--- src/rtl/adc_packetizer_s2mm_pkg.sv ---
// Shared types and helpers for the ADC-to-S2MM packetizer.
package adc_packetizer_s2mm_pkg;

  typedef enum logic [1:0] {
    IDLE = 2'd0,
    HDR  = 2'd1,
    RUN  = 2'd2,
    DONE = 2'd3
  } pkt_state_t;

  localparam int unsigned HDR_MAX_W      = 128;
  localparam int unsigned HDR_HALF_MAX_W = HDR_MAX_W / 2;

  // Header word {cnt[half_w-1:0], len[half_w-1:0]}, right-aligned in HDR_MAX_W bits
  function automatic logic [HDR_MAX_W-1:0] make_header(
    input logic [HDR_HALF_MAX_W-1:0] cnt,
    input logic [HDR_HALF_MAX_W-1:0] len,
    input int unsigned               half_w
  );
    logic [HDR_MAX_W-1:0] mask;
    mask = (HDR_MAX_W'(1) << half_w) - HDR_MAX_W'(1);
    return ((HDR_MAX_W'(cnt) & mask) << half_w) | (HDR_MAX_W'(len) & mask);
  endfunction

endpackage

--- src/rtl/adc_packetizer_s2mm_if.sv ---
// AXI-Stream bundle used on both sides of the packetizer.
interface adc_packetizer_s2mm_if #(
  parameter int unsigned DATA_WIDTH = 32
);
  logic [DATA_WIDTH-1:0] tdata;
  logic                  tvalid;
  logic                  tready;
  logic                  tlast;

  modport master (output tdata, output tvalid, output tlast, input  tready);
  modport slave  (input  tdata, input  tvalid, input  tlast, output tready);
endinterface

--- src/rtl/axis_skid_buffer.sv ---
// Two-entry registered ready/valid buffer: full throughput, one cycle latency.
module axis_skid_buffer #(
  parameter int unsigned WIDTH = 33
) (
  input  logic             aclk,
  input  logic             aresetn,
  input  logic [WIDTH-1:0] in_data,
  input  logic             in_valid,
  output logic             in_ready,
  output logic [WIDTH-1:0] out_data,
  output logic             out_valid,
  input  logic             out_ready,
  output logic             in_ready_d_c,
  output logic             nonempty_d_c
);

  logic [WIDTH-1:0] out_data_q, out_data_d, skid_data_q, skid_data_d;
  logic             out_valid_q, out_valid_d, skid_valid_q, skid_valid_d;
  logic             push;

  assign in_ready = ~skid_valid_q;
  assign push     = in_valid && !skid_valid_q;

  // Output slot refills from the skid entry first, otherwise straight from the input
  always_comb begin
    out_data_d   = out_data_q;
    out_valid_d  = out_valid_q;
    skid_data_d  = skid_data_q;
    skid_valid_d = skid_valid_q;
    if (!out_valid_q || out_ready) begin
      if (skid_valid_q) begin
        out_data_d   = skid_data_q;
        out_valid_d  = 1'b1;
        skid_valid_d = 1'b0;
      end else if (push) begin
        out_data_d  = in_data;
        out_valid_d = 1'b1;
      end else begin
        out_valid_d = 1'b0;
      end
    end else if (push) begin
      skid_data_d  = in_data;
      skid_valid_d = 1'b1;
    end
  end

  always_ff @(posedge aclk or negedge aresetn) begin
    if (!aresetn) begin
      out_data_q   <= '0;
      out_valid_q  <= 1'b0;
      skid_data_q  <= '0;
      skid_valid_q <= 1'b0;
    end else begin
      out_data_q   <= out_data_d;
      out_valid_q  <= out_valid_d;
      skid_data_q  <= skid_data_d;
      skid_valid_q <= skid_valid_d;
    end
  end

  assign out_data     = out_data_q;
  assign out_valid    = out_valid_q;
  assign in_ready_d_c = ~skid_valid_d;
  assign nonempty_d_c = out_valid_d;

endmodule

--- src/rtl/adc_packetizer_s2mm.sv ---
// Cuts an ADC sample stream into cfg_len-beat packets for an AXI DMA S2MM channel.
// Optional PACKETIZER_HEADER_EN prepends one {pkt_started, len} header beat per packet.
module adc_packetizer_s2mm
  import adc_packetizer_s2mm_pkg::*;
#(
  parameter int unsigned DATA_WIDTH = 32,
  parameter int unsigned LEN_WIDTH  = 32,
  parameter int unsigned CNT_WIDTH  = 32
) (
  input  logic                  aclk,
  input  logic                  aresetn,
  adc_packetizer_s2mm_if.slave  s_axis,
  adc_packetizer_s2mm_if.master m_axis,
  input  logic                  cfg_enable,
  input  logic                  cfg_oneshot,
  input  logic [LEN_WIDTH-1:0]  cfg_len,
  output logic [CNT_WIDTH-1:0]  pkt_started,
  output logic [CNT_WIDTH-1:0]  pkt_done,
  output logic                  busy
);

  localparam int unsigned BUF_W  = DATA_WIDTH + 1;
  localparam int unsigned HALF_W = DATA_WIDTH / 2;

  pkt_state_t           state_q, state_d;
  logic [LEN_WIDTH-1:0] len_q, len_d, beat_q, beat_d;
  logic [CNT_WIDTH-1:0] started_q, started_d, done_q;
  logic                 busy_q, tready_q;
  logic                 start_ok, s_acc, last_beat, hdr_push;
  logic [BUF_W-1:0]     buf_in_data, buf_out_data;
  logic                 buf_in_valid, buf_in_ready, buf_out_valid;
  logic                 buf_ready_d, buf_nonempty_d;
  logic [DATA_WIDTH-1:0] hdr_word;
  logic                 unused_s_tlast;

`ifdef PACKETIZER_HEADER_EN
  localparam bit HDR_EN = 1'b1;
  assign hdr_word = DATA_WIDTH'(make_header(HDR_HALF_MAX_W'(started_q),
                                            HDR_HALF_MAX_W'(len_q), HALF_W));
`else
  localparam bit HDR_EN = 1'b0;
  assign hdr_word = '0;
`endif

  assign unused_s_tlast = s_axis.tlast;
  assign start_ok  = cfg_enable && (cfg_len != '0);
  assign s_acc     = s_axis.tvalid && tready_q;
  assign last_beat = (beat_q == len_q - LEN_WIDTH'(1));
  assign hdr_push  = (state_q == HDR) && buf_in_ready;

  // tready_q already implies buffer space, so an accepted input beat is always pushed
  assign buf_in_valid = (state_q == HDR) || s_acc;
  assign buf_in_data  = (state_q == HDR) ? {1'b0, hdr_word} : {last_beat, s_axis.tdata};

  // Packet sequencing; configuration is only sampled at packet boundaries
  always_comb begin
    state_d   = state_q;
    len_d     = len_q;
    beat_d    = beat_q;
    started_d = started_q;
    case (state_q)
      IDLE: begin
        if (start_ok) begin
          len_d     = cfg_len;
          beat_d    = '0;
          started_d = started_q + CNT_WIDTH'(1);
          if (HDR_EN) state_d = HDR;
          else        state_d = RUN;
        end
      end
      HDR: begin
        if (hdr_push) state_d = RUN;
      end
      RUN: begin
        if (s_acc) begin
          if (last_beat) begin
            beat_d = '0;
            if (cfg_oneshot) begin
              state_d = DONE;
            end else if (start_ok) begin
              len_d     = cfg_len;
              started_d = started_q + CNT_WIDTH'(1);
              if (HDR_EN) state_d = HDR;
              else        state_d = RUN;
            end else begin
              state_d = IDLE;
            end
          end else begin
            beat_d = beat_q + LEN_WIDTH'(1);
          end
        end
      end
      DONE: begin
        if (!cfg_enable) state_d = IDLE;
      end
      default: state_d = IDLE;
    endcase
  end

  always_ff @(posedge aclk or negedge aresetn) begin
    if (!aresetn) begin
      state_q   <= IDLE;
      len_q     <= '0;
      beat_q    <= '0;
      started_q <= '0;
      done_q    <= '0;
      busy_q    <= 1'b0;
      tready_q  <= 1'b0;
    end else begin
      state_q   <= state_d;
      len_q     <= len_d;
      beat_q    <= beat_d;
      started_q <= started_d;
      tready_q  <= (state_d == RUN) && buf_ready_d;
      busy_q    <= (state_d != IDLE) || buf_nonempty_d;
      if (buf_out_valid && m_axis.tready && buf_out_data[DATA_WIDTH])
        done_q <= done_q + CNT_WIDTH'(1);
    end
  end

  axis_skid_buffer #(.WIDTH(BUF_W)) u_skid (
    .aclk         (aclk),
    .aresetn      (aresetn),
    .in_data      (buf_in_data),
    .in_valid     (buf_in_valid),
    .in_ready     (buf_in_ready),
    .out_data     (buf_out_data),
    .out_valid    (buf_out_valid),
    .out_ready    (m_axis.tready),
    .in_ready_d_c (buf_ready_d),
    .nonempty_d_c (buf_nonempty_d)
  );

  assign s_axis.tready = tready_q;
  assign m_axis.tdata  = buf_out_data[DATA_WIDTH-1:0];
  assign m_axis.tlast  = buf_out_data[DATA_WIDTH];
  assign m_axis.tvalid = buf_out_valid;
  assign pkt_started   = started_q;
  assign pkt_done      = done_q;
  assign busy          = busy_q;

endmodule

--- src/flat_wrapper.sv ---
// flat-port wrapper written by rule: the top's interface ports become plain ports
module adc_packetizer_s2mm_flat import adc_packetizer_s2mm_pkg::*;
#(
  parameter int unsigned DATA_WIDTH = 32,
  parameter int unsigned LEN_WIDTH  = 32,
  parameter int unsigned CNT_WIDTH  = 32
)
  (aclk, aresetn, cfg_enable, cfg_oneshot, cfg_len, pkt_started, pkt_done, busy, s_axis_tdata, s_axis_tvalid, s_axis_tlast, s_axis_tready, m_axis_tdata, m_axis_tvalid, m_axis_tlast, m_axis_tready);
  adc_packetizer_s2mm_if #(.DATA_WIDTH(DATA_WIDTH)) s_axis_i ();
  adc_packetizer_s2mm_if #(.DATA_WIDTH(DATA_WIDTH)) m_axis_i ();
  input  logic aclk;
  input  logic aresetn;
  input  logic cfg_enable;
  input  logic cfg_oneshot;
  input  logic [LEN_WIDTH-1:0] cfg_len;
  output logic [CNT_WIDTH-1:0] pkt_started;
  output logic [CNT_WIDTH-1:0] pkt_done;
  output logic busy;
  input wire logic [$bits(s_axis_i.tdata)-1:0] s_axis_tdata;
  input wire logic [$bits(s_axis_i.tvalid)-1:0] s_axis_tvalid;
  input wire logic [$bits(s_axis_i.tlast)-1:0] s_axis_tlast;
  output wire logic [$bits(s_axis_i.tready)-1:0] s_axis_tready;
  output wire logic [$bits(m_axis_i.tdata)-1:0] m_axis_tdata;
  output wire logic [$bits(m_axis_i.tvalid)-1:0] m_axis_tvalid;
  output wire logic [$bits(m_axis_i.tlast)-1:0] m_axis_tlast;
  input wire logic [$bits(m_axis_i.tready)-1:0] m_axis_tready;
  assign s_axis_i.tdata = s_axis_tdata;
  assign s_axis_i.tvalid = s_axis_tvalid;
  assign s_axis_i.tlast = s_axis_tlast;
  assign s_axis_tready = s_axis_i.tready;
  assign m_axis_tdata = m_axis_i.tdata;
  assign m_axis_tvalid = m_axis_i.tvalid;
  assign m_axis_tlast = m_axis_i.tlast;
  assign m_axis_i.tready = m_axis_tready;
  adc_packetizer_s2mm #(.DATA_WIDTH(DATA_WIDTH), .LEN_WIDTH(LEN_WIDTH), .CNT_WIDTH(CNT_WIDTH)) u_core (.aclk(aclk), .aresetn(aresetn), .s_axis(s_axis_i), .m_axis(m_axis_i), .cfg_enable(cfg_enable), .cfg_oneshot(cfg_oneshot), .cfg_len(cfg_len), .pkt_started(pkt_started), .pkt_done(pkt_done), .busy(busy));
endmodule
--- config.mk ---
export PLATFORM = sky130hd
export DESIGN_NAME = adc_packetizer_s2mm_flat
export DESIGN_NICKNAME = d
export VERILOG_FILES = /design/src/rtl/adc_packetizer_s2mm_pkg.sv /design/src/rtl/adc_packetizer_s2mm_if.sv /design/src/rtl/axis_skid_buffer.sv /design/src/rtl/adc_packetizer_s2mm.sv /design/src/flat_wrapper.sv
export SDC_FILE = /design/constraint.sdc
export NUM_CORES = 1
export LEC_CHECK = 0
export ABC_CLOCK_PERIOD_IN_PS = 6200
export CORE_ASPECT_RATIO = 0.6
export CORE_MARGIN = 5
export CORE_UTILIZATION = 55
export CTS_BUF_LIST = sky130_fd_sc_hd__clkbuf_16
export CTS_CLUSTER_SIZE = 24
export DETAILED_ROUTE_END_ITERATION = 8
export PLACE_DENSITY = 0.9
export SYNTH_ARGS = -nofsm -noshare
export SYNTH_HDL_FRONTEND = slang
export SYNTH_HIERARCHICAL = 1
export SYNTH_SLANG_ARGS = --single-unit
export TNS_END_PERCENT = 20
--- constraint.sdc ---
create_clock -name aclk -period 6.2 [get_ports aclk]
set_input_delay 1.55 -clock aclk [delete_from_list [all_inputs] [get_ports aclk]]
set_output_delay 1.55 -clock aclk [all_outputs]
set_load 0.01 [all_outputs]
# After elaboration in Yosys (flattened, before gate mapping)
# Cells that the tools add are included.
[word_totals] reg_bits=200 latch_bits=0 mem_bits_rw=0 romBits=0 inputBits=71 output_inout_bits=100 elab_cells=78 memories=0
[op_classes] add_sub_neg=4 mul=0 div_mod_pow=0 magnitude_cmp=0 eq_ne=9 shift=0 mux=30 bitwise=3 reduce_logical=21
[ops] cell="two-way mux 32 bit" count=11
[ops] cell="case mux 32 bit (2 select lines)" count=3
[ops] cell="two-way mux 33 bit" count=3
[ops] cell="adder 32 x 1 -> 32 bit, second input constant" count=3
[ops] cell="== test 32 bit" count=1
[ops] cell="nonzero test 32 bit" count=1
[ops] cell="subtractor 32 x 1 -> 32 bit, second input constant" count=1
[ops] cell="two-way mux 2 bit" count=7
[ops] cell="case mux 2 bit (4 select lines)" count=1
[ops] cell="logical AND 1 bit" count=7
[ops] cell="== test 2 bit, second input constant" count=3
[ops] cell="inequality test 2 x 1 -> 1 bit, second input constant" count=3
[ops] cell="nonzero test 2 bit" count=3
[ops] cell="two-way mux 1 bit" count=5
[ops] cell="AND reduction 2 bit" count=2
[ops] cell="AND reduction 4 bit" count=1
[ops] cell="logical OR 1 bit" count=3
[ops] cell="NOT 1 bit" count=3
[ops] cell="AND reduction 3 bit" count=1
[ops] cell="== test 2 x 1 -> 1 bit, second input constant" count=1
[ops] cell="zero test 1 bit" count=2
[ops] cell="zero test 2 bit" count=1
[ops] cell="inequality test 2 bit, second input constant" count=1

# Depth between registers and ports, before layout
[logic_depth] depth_word=9 ltp_mapped=15 mapped_depth_nobuf=12

# Modules after synthesis
# Netlist, hierarchy kept.
[by_module_without_submodules] module="adc_packetizer_s2mm" n_inst=1 cells_per_inst=761 area_per_inst_um2=7526.0
[by_module_without_submodules] module="axis_skid_buffer" n_inst=1 cells_per_inst=187 area_per_inst_um2=3086.7

# Worst setup path before layout
# No wires, ideal clock.
[synth_timing] kind="input to register" from="input m_axis_tready" to="register u_core.done_q[29] (netlist: u_core/pkt_done[29])" arrival_ns=3.230 setup_slack_ns=2.845 path_stages=8 path_buffers=0 cell_sequence="nand3_1 nor4_1 nand4_1 nor2_1 nand4_1 nor3_1 nand3_1 xnor2_1"
[synth_via] elab_chain_len=2
[synth_lines] element="start: declaration" line="flat_wrapper.sv:26" rtl="input wire logic [$bits(m_axis_i.tready)-1:0] m_axis_tready;"
[synth_lines] element="logical AND 1 bit (2 in series)" line="adc_packetizer_s2mm.sv:116" rtl="if (buf_out_valid && m_axis.tready && buf_out_data[DATA_WIDTH])"
[synth_lines] element="end signal: assignment" line="adc_packetizer_s2mm.sv:117" rtl="done_q <= done_q + CNT_WIDTH'(1);"
[synth_lines] element="end: declaration" line="adc_packetizer_s2mm.sv:27" rtl="logic [CNT_WIDTH-1:0] started_q, started_d, done_q;"
# No other way between the ends.
# A chain may end at the register's enable or synchronous reset.

# Worst setup path after layout
[layout_timing] from="register u_core.len_q[0]" to="register u_core.started_q[20] (netlist: u_core/pkt_started[20])"
[layout_via] elab_chain_len=4
[layout_lines] element="start: declaration" line="adc_packetizer_s2mm.sv:26" rtl="logic [LEN_WIDTH-1:0] len_q, len_d, beat_q, beat_d;"
[layout_lines] element="start signal: assignment" line="adc_packetizer_s2mm.sv:111" rtl="len_q <= len_d;"
[layout_lines] element="subtractor 32 x 1 -> 32 bit" line="adc_packetizer_s2mm.sv:48" rtl="assign last_beat = (beat_q == len_q - LEN_WIDTH'(1));"
[layout_lines] element="== test 32 bit" line="adc_packetizer_s2mm.sv:48"
[layout_lines] element="inequality test 2 x 1 -> 1 bit (no line)"
[layout_lines] element="AND reduction 4 bit (no line)"
[layout_lines] element="end signal: assignment" line="adc_packetizer_s2mm.sv:113" rtl="started_q <= started_d;"
[layout_lines] element="end: declaration" line="adc_packetizer_s2mm.sv:27"
# No other way between the ends.

==> impl_metrics.csv <==
group,metric,value,unit
floorplan,ios,171,
status,status,"finished, final reports clean",
floorplan,core,19000,um2
floorplan,fp.dieArea,22300,um2
route,ant_nets,0,
synthesis,synth_flop_cell,"dfrtp_1",
route,detail_route.iter0.violations,734,
sta,fmax,211,MHz
critical_path,slowest_delay,0.66,ns
critical_path,path_class,"reg -> reg",
sta,finalSetupTns,0,ns
global_route,grt_use_total,23.4,%
global_route,grt_pass1_wl,42.6,mm
power,finalPower,0.00358,W
clocking,clk_pin_slew_worst_paths,0.07,ns
critical_path,crit_path_end,"u_core/pkt_started[20]$_DFFE_PN0P_",
critical_path,worst_ep_required_time,6.54,ns
global_route,grt_max_degree,105,
power,swShare,27.7,%
power,p_comb_share,22.5,%
cells_and_area,insertedDiodeCount,0,
synthesis,synth_edf_count,0,
power,vdd_ir_drop_max,0.251,mV
synthesis,synth.distinct_cells,77,
sta,timing.final.crit_share,76.4,%
sta,finalSetupViolCount,0,
critical_path,timing.rr.start,"u_core/len_q[0]$_DFFE_PN0P_",
critical_path,cp-start-kind,"flop",
cells_and_area,fin_area,13000,um2
clocking,cts_resized,0,
flow_run,cap_viol_max_count,0,
floorplan,die-width,189,um
critical_path,startpoint,"u_core/len_q[0]$_DFFE_PN0P_",
floorplan,fp.dieH,118,um
global_route,grt-ovfl-total,0,
placement,dpl_cell_area,12400,um2
cells_and_area,syn_to_final_growth,22.4,%
sta,worstMarginPinSlew,1.16,ns
min_path,hold_class,"reg -> reg",
synthesis,syn_area_per_cell,11.2,um2
critical_path,worst-path-max-fanout,42,
synthesis,ys_ff_latch,200,
power,clkPwrFrac,31.5,%
synthesis,syn-num-nets,1023,
sta,final_hold_viol_count,0,
placement,dpl.hpwl,18.3,mm
clocking,postCtsSetupRepairBufs,0,
placement,port_buffers,169,
clocking,cts_buffers,17,
synthesis,synth_area,10600,um2
critical_path,rr_worst_depth,12,
critical_path,cp.depth,12,
sta,slew_headroom,23.0,%
clocking,cts_tree,"built",
critical_path,crit_family,"compound AO/OA/AOI/OAI gates",
synthesis,synthArstFlopShare,100,%
clocking,clk-insertion-delay-late,0.43,ns
power,p_leak,5.44,nW
clocking,cts_root_buf,"clkbuf_16",
clocking,htreeDepth,4,
route,wire_per_inst,18.8,um
global_route,grt_pass1_vias,8056,
power,power_density,275,nW/um2
cells_and_area,final_layout_size_suffix_gt1_share,16.5,%
floorplan,rows,39,
sta,rsz0062_at_grt,"no",
global_route,antenna_found_initial,0,
power,pwr-share-seq,46.0,%
power,p_int,0.00258,W
synthesis,ys_seq_area_share,47.2,%
critical_path,crit_buf_inv,2,
cells_and_area,fillers,1355,
route,routed_wl,25.7,mm
route,viasPerCell,5.84,
cells_and_area,nNetsFinal,1177,
floorplan,initial_core_util,55.9,%
sta,min_period,4.74,ns
clocking,clock_sinks,200,
synthesis,synthCells,948,
critical_path,cp-end-kind,"flop",
sta,final_max_slew_viol_count,0,
clocking,cts_hold_buf,0,
power,switchingPower,0.000991,W
synthesis,ys_warn_count,6,
placement,gp_routability_congestion,0.899,
critical_path,crit_chain,"inv_1 > ha_1 > or4b_1 > nor4_1 > mux2_2 > o21ai_0 > o2111ai_2 > nor2_1 > a32o_2 > buf_4 > nand4_1 > xnor2_1",
clocking,clk_path_buf_depth,2,
critical_path,r2r_slack,1.46,ns
critical_path,worst_path_max_delay_cell,"a32o_2",
sta,finalClockSkew,0.0144,ns
critical_path,cp_data_arrival_time,5.08,ns
route,vias,7949,
route,first_pass_iters,5,
route,drt_drc_violations_left,0,
critical_path,r2r-end,"u_core/pkt_started[20]$_DFFE_PN0P_",
-- synth_stat cells, types with 3 or more instances --
master     count  area share (%)
or4_1          4            0.28
xor2_1        35             2.9
nor4b_1        3            0.25
buf_4          7            0.50
a21oi_1        6            0.28
dfrtp_1      200              47
mux2_2        88             9.3
nand4_1       37             2.2
nor2_1        64             2.3
and4_1         7            0.58
o21ai_0       12            0.57
nand2b_1       6            0.35
o22ai_1        3            0.18
inv_1         18            0.64
nand3b_1       3            0.21
nor3_1        14            0.66
clkbuf_1      15            0.53
or3_1          6            0.35
and3_1        23             1.4
xnor2_1       84             6.9
nor2b_1        7            0.41
buf_2          8            0.38
mux2_4        31             4.4
mux2i_1        3            0.28
nor4_1        17             1.0
buf_6         10             1.1
o21ai_1        6            0.28
and2_1        38             2.2
mux2_1        11             1.2
nor4_2         3            0.35
a2111oi_0      3            0.25
nand3_1       48             2.3
ha_1           4            0.47
nand2_1       67             2.4
-- worst min path at each step --
stage,from,to,slack (ns),cells after the start
global placement,u_core/pkt_done[31]$_DFFE_PN0P_,u_core/pkt_done[31]$_DFFE_PN0P_,0.46,1
floorplan,u_core/u_skid/skid_data_q[0]$_DFFE_PN0P_,u_core/u_skid/skid_data_q[0]$_DFFE_PN0P_,0.47,1
detailed placement,u_core/pkt_done[31]$_DFFE_PN0P_,u_core/pkt_done[31]$_DFFE_PN0P_,0.47,1
finish,u_core/pkt_done[31]$_DFFE_PN0P_,u_core/pkt_done[31]$_DFFE_PN0P_,0.48,1
CTS,u_core/pkt_done[31]$_DFFE_PN0P_,u_core/pkt_done[31]$_DFFE_PN0P_,0.48,1
global route,u_core/pkt_started[12]$_DFFE_PN0P_,u_core/pkt_started[12]$_DFFE_PN0P_,0.51,1
-- placed cells by master (no fill, tap or decap), types with 21 or more instances in the layout --
cell	instances
nand3_1	48
inv_1	21
xor2_1	35
clkdlybuf4s50_1	168
mux2_2	88
nand2_1	67
nor2_1	64
and2_1	38
mux2_4	31
nand4_1	37
xnor2_1	84
and3_1	22
dfrtp_1	200
-- state kept, by name (all words and copies together), names as in the netlist, 2 cells and up --
register and count:
u_core/u_skid/out_data 33, u_core/u_skid/skid_data_q 33, u_core/beat_q 32, u_core/len_q 32, u_core/pkt_done 32, u_core/pkt_started 32, u_core/state_q 2
-- per-stage QoR --
step / std cells / setup WS (ns) / util [%] / hold WS (ns)
after detailed placement: 1329 / 1.58 / 65.3 / 0.473
after global placement: 1329 / 1.63 / 65.3 / 0.461
final: 1361 / 1.46 / 68.4 / 0.479
after CTS: 1361 / 1.53 / 68.4 / 0.482
after global routing: 1361 / 1.25 / 68.4 / 0.514
after floorplan: 948 / 2.85 / - / 0.475
-- area by class of cell --
type,count,area (um2),share of cell area (%)
repair buffers,175,1740,13.4
multi-input cells,689,5280,40.6
inverters,19,71.3,0.549
flip-flops and latches,200,5000,38.5
clock buffers,17,425,3.28
well taps,246,308,2.37
clock inverters,15,159,1.22
-- cell families (layout without fill, tap and decap cells) --
logic type | count (synthesis) | count (layout) | share of synthesized area (%)
AND/OR/NAND/NOR | 371 | 371 | 19.7
flip-flops | 200 | 200 | 47.2
multiplexers | 133 | 133 | 15.2
XOR/XNOR | 119 | 119 | 9.82
AO/OA/AOI/OAI | 62 | 62 | 4.53
buffers and inverters | 59 | 226 | 3.14
adder cells (fa/ha/maj) | 4 | 4 | 0.472
-- power groups by stage --
stage / Clock (W) / Sequential [W] / Combinational, W
floorplan: 0 / 0.00165 / 0.000472
detailed placement: 0 / 0.00166 / 0.000803
global placement: 0 / 0.00165 / 0.000778
global route: 0.00120 / 0.00167 / 0.000873
finish: 0.00113 / 0.00164 / 0.000805
CTS: 0.00115 / 0.00164 / 0.000807
-- routing by layer --
| layer | wire (um) | track usage (%) |
|---|---|---|
| met1 | 11300 | 33.1 |
| met2 | 11500 | 34.9 |
| met3 | 2290 | 7.41 |
| met4 | 546 | 6.46 |
| met5 | 0 | 0 |
-- worst reg2reg max path, delay by kind of cell (launching register included) --
kind	cells	cell delay, ns
AND/OR/NAND/NOR	4	1.40
AO/OA/AOI/OAI	3	1.39
buffers and inverters	2	0.62
flip-flops	1	0.42
multiplexers	1	0.38
XOR/XNOR	1	0.23
adder cells (fa/ha/maj)	1	0.21
No activity file was read; power rests on OpenSTA's default activity.
